===== config.mk =====
export PLATFORM = sky130hd
export DESIGN_NAME = shift_reg_engine
export DESIGN_NICKNAME = d
export VERILOG_FILES = /design/src/rtl/shift_reg_pkg.sv /design/src/rtl/shift_step_unit.sv /design/src/rtl/shift_reg_engine.sv
export SDC_FILE = /design/constraint.sdc
export NUM_CORES = 1
export LEC_CHECK = 0
export CORE_UTILIZATION = 49
export CTS_CLUSTER_SIZE = 30
export DETAILED_ROUTE_END_ITERATION = 16
export GPL_ROUTABILITY_DRIVEN = 1
export HOLD_SLACK_MARGIN = 0.05
export MAX_ROUTING_LAYER = met4
export PLACE_DENSITY = 0.78
export SLEW_MARGIN = 25
export SYNTH_ARGS = -nofsm -noshare
export SYNTH_HDL_FRONTEND = slang
export SYNTH_HIERARCHICAL = 1
export SYNTH_SLANG_ARGS = --single-unit

===== constraint.sdc =====
create_clock -name clk -period 5.9 [get_ports clk]
set_clock_uncertainty 0.2 [all_clocks]
set_input_delay 0.885 -clock clk [delete_from_list [all_inputs] [get_ports clk]]
set_output_delay 0.885 -clock clk [all_outputs]
set_load 0.005 [all_outputs]

===== src/rtl/shift_reg_pkg.sv =====
// rtl/shift_reg_pkg.sv - op codes, engine states and sizing helper for shift_reg_engine
package shift_reg_pkg;

  typedef enum logic [2:0] {
    OP_NOP  = 3'd0,
    OP_LOAD = 3'd1,
    OP_SHL  = 3'd2,
    OP_SHR  = 3'd3,
    OP_ROL  = 3'd4,
    OP_ROR  = 3'd5,
    OP_CLR  = 3'd6,
    OP_RSVD = 3'd7
  } shift_op_e;

  typedef enum logic {
    IDLE = 1'b0,
    RUN  = 1'b1
  } eng_state_e;

  // Step-count width able to express a full rotation of width/lanes steps.
  function automatic int cnt_width(input int width, input int lanes);
    return $clog2(width / lanes) + 1;
  endfunction

endpackage


===== src/rtl/shift_step_unit.sv =====
// rtl/shift_step_unit.sv - combinational next register value for one engine step
module shift_step_unit
  import shift_reg_pkg::*;
#(
  parameter int               WIDTH     = 8,
  parameter int               LANES     = 1,
  parameter logic [WIDTH-1:0] RESET_VAL = '0
) (
  input  shift_op_e        op,
  input  logic [WIDTH-1:0] data,
  input  logic [WIDTH-1:0] prl_in,
  input  logic [LANES-1:0] srl_in_lo,
  input  logic [LANES-1:0] srl_in_hi,
  output logic [WIDTH-1:0] nxt
);

  // One step moves LANES bits; NOP and the reserved code hold the value.
  always_comb begin
    nxt = data;
    case (op)
      OP_LOAD: nxt = prl_in;
      OP_SHL:  nxt = {data[WIDTH-1-LANES:0], srl_in_lo};
      OP_SHR:  nxt = {srl_in_hi, data[WIDTH-1:LANES]};
      OP_ROL:  nxt = {data[WIDTH-1-LANES:0], data[WIDTH-1 -: LANES]};
      OP_ROR:  nxt = {data[LANES-1:0], data[WIDTH-1:LANES]};
      OP_CLR:  nxt = RESET_VAL;
      default: nxt = data;
    endcase
  end

endmodule


===== src/rtl/shift_reg_engine.sv =====
// rtl/shift_reg_engine.sv - command-driven multi-step shift/rotate register (optional SHIFT_REG_ABORT_EN)
module shift_reg_engine
  import shift_reg_pkg::*;
#(
  parameter int               WIDTH     = 8,
  parameter int               LANES     = 1,
  parameter logic [WIDTH-1:0] RESET_VAL = '0,
  parameter int               CNT_W     = cnt_width(WIDTH, LANES)
) (
  input  logic             clk,
  input  logic             rst_n,
`ifdef SHIFT_REG_ABORT_EN
  input  logic             abort,
  output logic             aborted,
`endif
  input  logic             cmd_valid,
  output logic             cmd_ready,
  input  logic [2:0]       cmd_op,
  input  logic [CNT_W-1:0] cmd_cnt,
  input  logic [WIDTH-1:0] prl_in,
  input  logic [LANES-1:0] srl_in_lo,
  input  logic [LANES-1:0] srl_in_hi,
  output logic [WIDTH-1:0] prl_out,
  output logic [LANES-1:0] srl_out_hi,
  output logic [LANES-1:0] srl_out_lo,
  output logic             busy,
  output logic             done
);

  if (LANES < 1 || LANES >= WIDTH) begin : g_bad_lanes
    $error("shift_reg_engine: LANES must satisfy 1 <= LANES < WIDTH");
  end
  if (WIDTH % LANES != 0) begin : g_bad_width
    $error("shift_reg_engine: WIDTH must be a multiple of LANES");
  end
  if ((WIDTH / LANES) >= (1 << CNT_W)) begin : g_bad_cnt
    $error("shift_reg_engine: CNT_W too narrow for a full rotation");
  end

  eng_state_e       state_q, state_d;
  shift_op_e        op_q, op_d;
  logic [CNT_W-1:0] cnt_q, cnt_d;
  logic [WIDTH-1:0] data_q, data_d;
  logic             done_q, done_d;
  logic [WIDTH-1:0] step_val;
  logic             multi_step;
  logic             abort_hit;

  shift_step_unit #(
    .WIDTH     (WIDTH),
    .LANES     (LANES),
    .RESET_VAL (RESET_VAL)
  ) u_step (
    .op        (op_q),
    .data      (data_q),
    .prl_in    (prl_in),
    .srl_in_lo (srl_in_lo),
    .srl_in_hi (srl_in_hi),
    .nxt       (step_val)
  );

  // Only shifts and rotates honour the step count; everything else is one step.
  assign multi_step = (op_q == OP_SHL) || (op_q == OP_SHR) ||
                      (op_q == OP_ROL) || (op_q == OP_ROR);

`ifdef SHIFT_REG_ABORT_EN
  logic aborted_q, aborted_d;
  assign abort_hit = abort;
  assign aborted   = aborted_q;
`else
  assign abort_hit = 1'b0;
`endif

  // Next-state logic: accept in IDLE, step or finish in RUN; done is registered
  // on the completing edge so it coincides with the final register value.
  always_comb begin
    state_d = state_q;
    op_d    = op_q;
    cnt_d   = cnt_q;
    data_d  = data_q;
    done_d  = 1'b0;
`ifdef SHIFT_REG_ABORT_EN
    aborted_d = 1'b0;
`endif
    case (state_q)
      IDLE: begin
        if (cmd_valid && cmd_ready) begin
          op_d    = shift_op_e'(cmd_op);
          cnt_d   = cmd_cnt;
          state_d = RUN;
        end
      end
      RUN: begin
        if (abort_hit) begin
          state_d = IDLE;
          done_d  = 1'b1;
`ifdef SHIFT_REG_ABORT_EN
          aborted_d = 1'b1;
`endif
        end else if (multi_step) begin
          if (cnt_q == '0) begin
            state_d = IDLE;
            done_d  = 1'b1;
          end else begin
            data_d = step_val;
            cnt_d  = cnt_q - CNT_W'(1);
            if (cnt_q == CNT_W'(1)) begin
              state_d = IDLE;
              done_d  = 1'b1;
            end
          end
        end else begin
          data_d  = step_val;
          state_d = IDLE;
          done_d  = 1'b1;
        end
      end
      default: state_d = IDLE;
    endcase
  end

  // State, command and data registers; reset aborts any command in flight.
  always_ff @(posedge clk or negedge rst_n) begin
    if (!rst_n) begin
      state_q <= IDLE;
      op_q    <= OP_NOP;
      cnt_q   <= '0;
      data_q  <= RESET_VAL;
      done_q  <= 1'b0;
    end else begin
      state_q <= state_d;
      op_q    <= op_d;
      cnt_q   <= cnt_d;
      data_q  <= data_d;
      done_q  <= done_d;
    end
  end

`ifdef SHIFT_REG_ABORT_EN
  // Abort indication pulses alongside done.
  always_ff @(posedge clk or negedge rst_n) begin
    if (!rst_n) aborted_q <= 1'b0;
    else        aborted_q <= aborted_d;
  end
`endif

  assign cmd_ready  = (state_q == IDLE) && rst_n;
  assign busy       = (state_q == RUN);
  assign done       = done_q;
  assign prl_out    = data_q;
  assign srl_out_hi = data_q[WIDTH-1 -: LANES];
  assign srl_out_lo = data_q[LANES-1:0];

endmodule


* Word level (Yosys, flattened, before mapping) *
Index checks and enable logic that the tools add are counted.

word-level totals
  output and inout port bits = 13
  bits of input ports = 20
  logic and storage cells = 43
  memory bits (read-only) = 0
  bits in registers = 17
  memories kept = 0
  latch bits = 0
  bits in writable memories = 0

cells by class
  reductions and logical operators = 9
  add/subtract/negate cells = 1
  $mul = 0
  divide/modulo/power cells = 0
  multiplexer cells = 16
  order comparisons = 0
  equality and inequality tests = 11
  shift-type cells = 0
  bitwise gates (word level) = 1

operators with widths
  operator                                                                count
  8-bit one-hot mux with 6 select lines                                   1
  8-bit 2-to-1 mux                                                        2
  4-bit 2-to-1 mux                                                        3
  3-bit equality test (second input constant)                             3
  1-bit 2-to-1 mux                                                        8
  4-bit one-hot mux with 2 select lines                                   1
  3-bit by 2-bit equality test with 1-bit output (second input constant)  2
  2-bit != test (second input constant)                                   3
  4-bit by 1-bit equality test with 1-bit output (second input constant)  1
  4-bit logical NOT                                                       1
  2-bit AND reduction                                                     2
  4-bit by 1-bit subtractor with 4-bit output (second input constant)     1
  3-bit by 1-bit equality test with 1-bit output (second input constant)  1
  1-bit logical OR                                                        3
  3-bit AND reduction                                                     1
  1-bit logical AND                                                       2
  2-bit by 1-bit != test with 1-bit output (second input constant)        1
  1-bit one-hot mux with 2 select lines                                   1
  1-bit NOT                                                               1

* Logic depth before layout (Yosys ltp) *
  word-level depth = 6
  gate-level depth with buffers = 7
  gate-level depth less buffers = 6

* Modules after synthesis *
Netlist, hierarchy kept.

modules (own cells, without submodules)
  module            sequential area each (um^2)  times used  cells each  area an instance (um^2)
  shift_reg_engine  425.4                        1           70          832.0
  shift_step_unit   0.0                          1           73          506.7

* Worst setup path before layout *
OpenSTA, ideal clock, no wires.

  kind = in2reg
  from = input srl_in_lo
  to = register data_q[0] (netlist: prl_out[0])
  required time = 5.575 ns
  stages = 5
  data arrival time = 1.895 ns
  buffers on the path = 0
  setup slack = 3.681 ns
  cell sequence = nand2b_1 -> a32oi_1 -> a2bb2oi_1 -> or3_1 -> mux2_2

between the ends
  longest elaborated chain between the ends = 3

RTL lines
  what                                     RTL line                 text
  start, declared                          shift_reg_engine.sv:21   input logic [LANES-1:0] srl_in_lo,
  8-bit one-hot mux with 6 select lines *  shift_step_unit.sv:20    case (op)
  named net step_val[0]                    shift_reg_engine.sv:45   logic [WIDTH-1:0] step_val;
  8-bit 2-to-1 mux                         shift_reg_engine.sv:101  if (cnt_q == '0) begin
  8-bit 2-to-1 mux *                       shift_reg_engine.sv:100  end else if (multi_step) begin
  end signal, assigned                     shift_reg_engine.sv:134  data_q <= data_d;
  end, declared                            shift_reg_engine.sv:43   logic [WIDTH-1:0] data_q, data_d;

The timed path passes the listed nets; every way through them passes the cells marked *. The select of a mux whose other input is x is not followed.
A chain may end at the register's enable or synchronous reset.

* Final worst setup path *
  from = input rst_n
  to = output cmd_ready

between the ends
  longest elaborated chain between the ends = 1

RTL lines
  what               RTL line                 text
  start, declared    shift_reg_engine.sv:11   input logic rst_n,
  1-bit logical AND  shift_reg_engine.sv:147  assign cmd_ready = (state_q == IDLE) && rst_n;
  end, declared      shift_reg_engine.sv:17   output logic cmd_ready,

Every way passes these cells.

==> run metrics <==
Initial Utilization 53.08%; H-Tree Depth 1; Placer Congestion 0.8217; nature of the critical path startpoint input port; fraction of registers with async set or reset after synthesis 100.0%; Slew Limit Fails 0; placed insts 195; Clock transition at path regs 0.10 ns; CTS Hold Bufs 0; CTS Root Cell clkbuf_4; Skew-Pair Late Insertion Delay 0.29 ns; Synth Warn # 6; # resized after CTS 0; pin slew with the least headroom to its limit 0.9453 ns; Port-buffer cells 32; Max VDD drop 0.3400 mV; core box area 2522 sq um; Power Density 543.8 nW/um^2; CP required 4.82 ns; largest net degree at the start of global routing 31; Layout area overhead 23.46%; Seq/Total Area, Yosys 31.78%; CTS tree built; dpl hpwl 2.079 mm; Critical Path Max Stage Delay 0.51 ns; Max Cap Viol 0; post-synth cell types 44; most used cell, CP clkdlybuf4s50_1; die width 54.27 um; Slew HR 36.98%; DP Worst Slack 2.519 ns; initial antenna violation count 0; Yosys reg bits 17; PnR worst setup slack 2.537 ns; EDFF count, synth 0; Die H 54.27 um; CP Class in -> out; first-pass GRT wire length 4.609 mm; Netlist Area Pre-Place 1339 sq um; area of the die 2945 sq um; path category of the worst min-delay check reg -> reg; antenna-violating nets left 0; maximum net fanout on the critical path 21; average via count per standard cell 6.000; Overall Power 0.0008988 W; Period Utilization, post-route 57.01%; CTS Buffer Depth 2; total grt overflow 0; final wirelength 2.913 mm; total leakage power 0.6487 nW; ratio of cells with drive above 1 in the final layout 14.20%; Synthesized Nets 165; vias in the first global route 1028; critical path cell sequence clkdlybuf4s50_1 -> buf_4 -> nor2b_1 -> clkdlybuf4s50_1; setup TNS 0 ns; endpoints failing setup 0; Final Hold Fails 0; Residual DRC 0; DRT Pass-1 Iters 4; outcome finished, final reports clean; Synth Area per Inst 9.362 sq um; DR vias 1194; IO Pins 33; post-route minimum period 3.363 ns; clk sinks 17; Synth Flop Type dfrtp_1; Critical Path Sink Type primary output; antenna diode count 0; RSZ-0062 raised after global routing no; postcts setup bufs 0; CP max-delay cell clkdlybuf4s50_1; Rows 18; CTS buffer count 3; GRT Total Usage 22.73%; maximum clock frequency 297.3 MHz; Final nets 192; WL/cell 14.64 um; Layout Cells excl Fill 199; drt first-iter violations 20; Post-Syn Instances 143; worst path arrival time 2.28 ns
routing by layer:
layer | share of wire (%) | vias up | GRT usage (%)
met5 | 0 | - | -
met4 | 1.5 | 0 | 7.265
met3 | 3.9 | 4 | 3.611
met2 | 51 | 32 | 39.23
met1 | 43 | 575 | 26.86
li1 | - | 583 | -
state kept, by name, summed over array words and instances, names as in the netlist:
name	cells
cnt_q	4
op_q	3
prl_out	8
done	1
busy	1
metrics by stage:
step	cell area, sq um	hold WS, ns	utilization [%]
after floorplan	1339	0.3255	-
after global placement	1627	0.3341	64.48
after detailed placement	1627	0.3486	64.48
after CTS	1653	0.3717	65.53
after global routing	1653	0.4035	65.53
final	1653	0.3619	65.53
worst max-delay path, delay by kind of cell:
| family | cells | cell delay [ns] |
|---|---|---|
| buffers and inverters | 3 | 1.23 |
| AND/OR/NAND/NOR | 1 | 0.16 |
cells in the final DEF, fill, tap and decap left out, types with 2 or more instances in the layout:
cell type / synthesis / final
a211oi_1: 5 / 5
a32oi_1: 2 / 2
nor3_1: 3 / 3
clkdlybuf4s50_1: 0 / 32
dfrtp_1: 17 / 17
clkbuf_4: 0 / 3
o31ai_1: 2 / 2
a22oi_1: 3 / 3
and3_1: 2 / 2
inv_1: 9 / 9
a21oi_1: 9 / 9
nand3_1: 3 / 3
maj3_1: 4 / 4
o21a_1: 4 / 4
nor2_1: 8 / 8
nand2_1: 3 / 3
o22ai_1: 2 / 2
o221ai_1: 4 / 4
nor3b_1: 2 / 2
ha_1: 2 / 2
nor2b_1: 3 / 3
mux2_2: 15 / 15
o21ai_0: 9 / 9
mux2i_1: 2 / 2
nand2b_1: 2 / 2
layout make-up:
type                            instances  area, sq um
Fill cell                             224        869.6
Tap cell                               30        37.54
Timing Repair Buffer                   33        327.8
Multi-Input combinational cell        106        802.0
Sequential cell                        17        425.4
Clock buffer                            4        26.28
Inverter                                9        33.78
path summary, 6_finish.rpt:
path	slack, ns	end	cells after the start	startpoint
setup / recovery	2.54	cmd_ready	4	rst_n
hold / removal	0.36	prl_out[1]$_DFFE_PN0P_	1	prl_out[1]$_DFFE_PN0P_
setup reg to reg	3.44	prl_out[0]$_DFFE_PN0P_	5	op_q[1]$_DFFE_PN0P_
hold reg to reg	0.36	prl_out[1]$_DFFE_PN0P_	1	prl_out[1]$_DFFE_PN0P_
max in group asynchronous	4.57	op_q[2]$_DFFE_PN0P_	2	rst_n
min in group asynchronous	0.72	prl_out[5]$_DFFE_PN0P_	2	rst_n
synthesized netlist by cell type, drive strengths merged, types with 3 or more instances:
| library cell | count | area, sq um |
|---|---|---|
| a21oi | 9 | 45.04 |
| nor3 | 3 | 15.01 |
| o221ai | 5 | 50.04 |
| nor2 | 8 | 30.03 |
| nor2b | 3 | 18.77 |
| maj3 | 4 | 40.04 |
| a22oi | 3 | 22.52 |
| o21a | 4 | 30.03 |
| o21ai | 10 | 61.31 |
| buf | 10 | 73.81 |
| a211oi | 5 | 37.54 |
| mux2 | 15 | 168.9 |
| dfrtp | 17 | 425.4 |
| nand2 | 3 | 11.26 |
| inv | 9 | 33.78 |
| nand3 | 3 | 15.01 |
where the power goes:
part / internal (W) / switching [W]
registers: 0.000173 / 0.000139
logic: 0.000310 / 0.000213
clock network: 0.0000263 / 0.0000369
total: 0.000510 / 0.000389
cells by family after synthesis:
| group | count (synthesis) | synth area share, % |
|---|---|---|
| compound gates | 46 | 24.49 |
| buf+inv | 20 | 8.317 |
| fa+ha+maj | 6 | 4.860 |
| xor+xnor | 2 | 1.309 |
| simple gates | 35 | 15.14 |
| mux | 17 | 14.11 |
| flops | 17 | 31.78 |
Note: power is estimated with default switching activity, not from simulation.
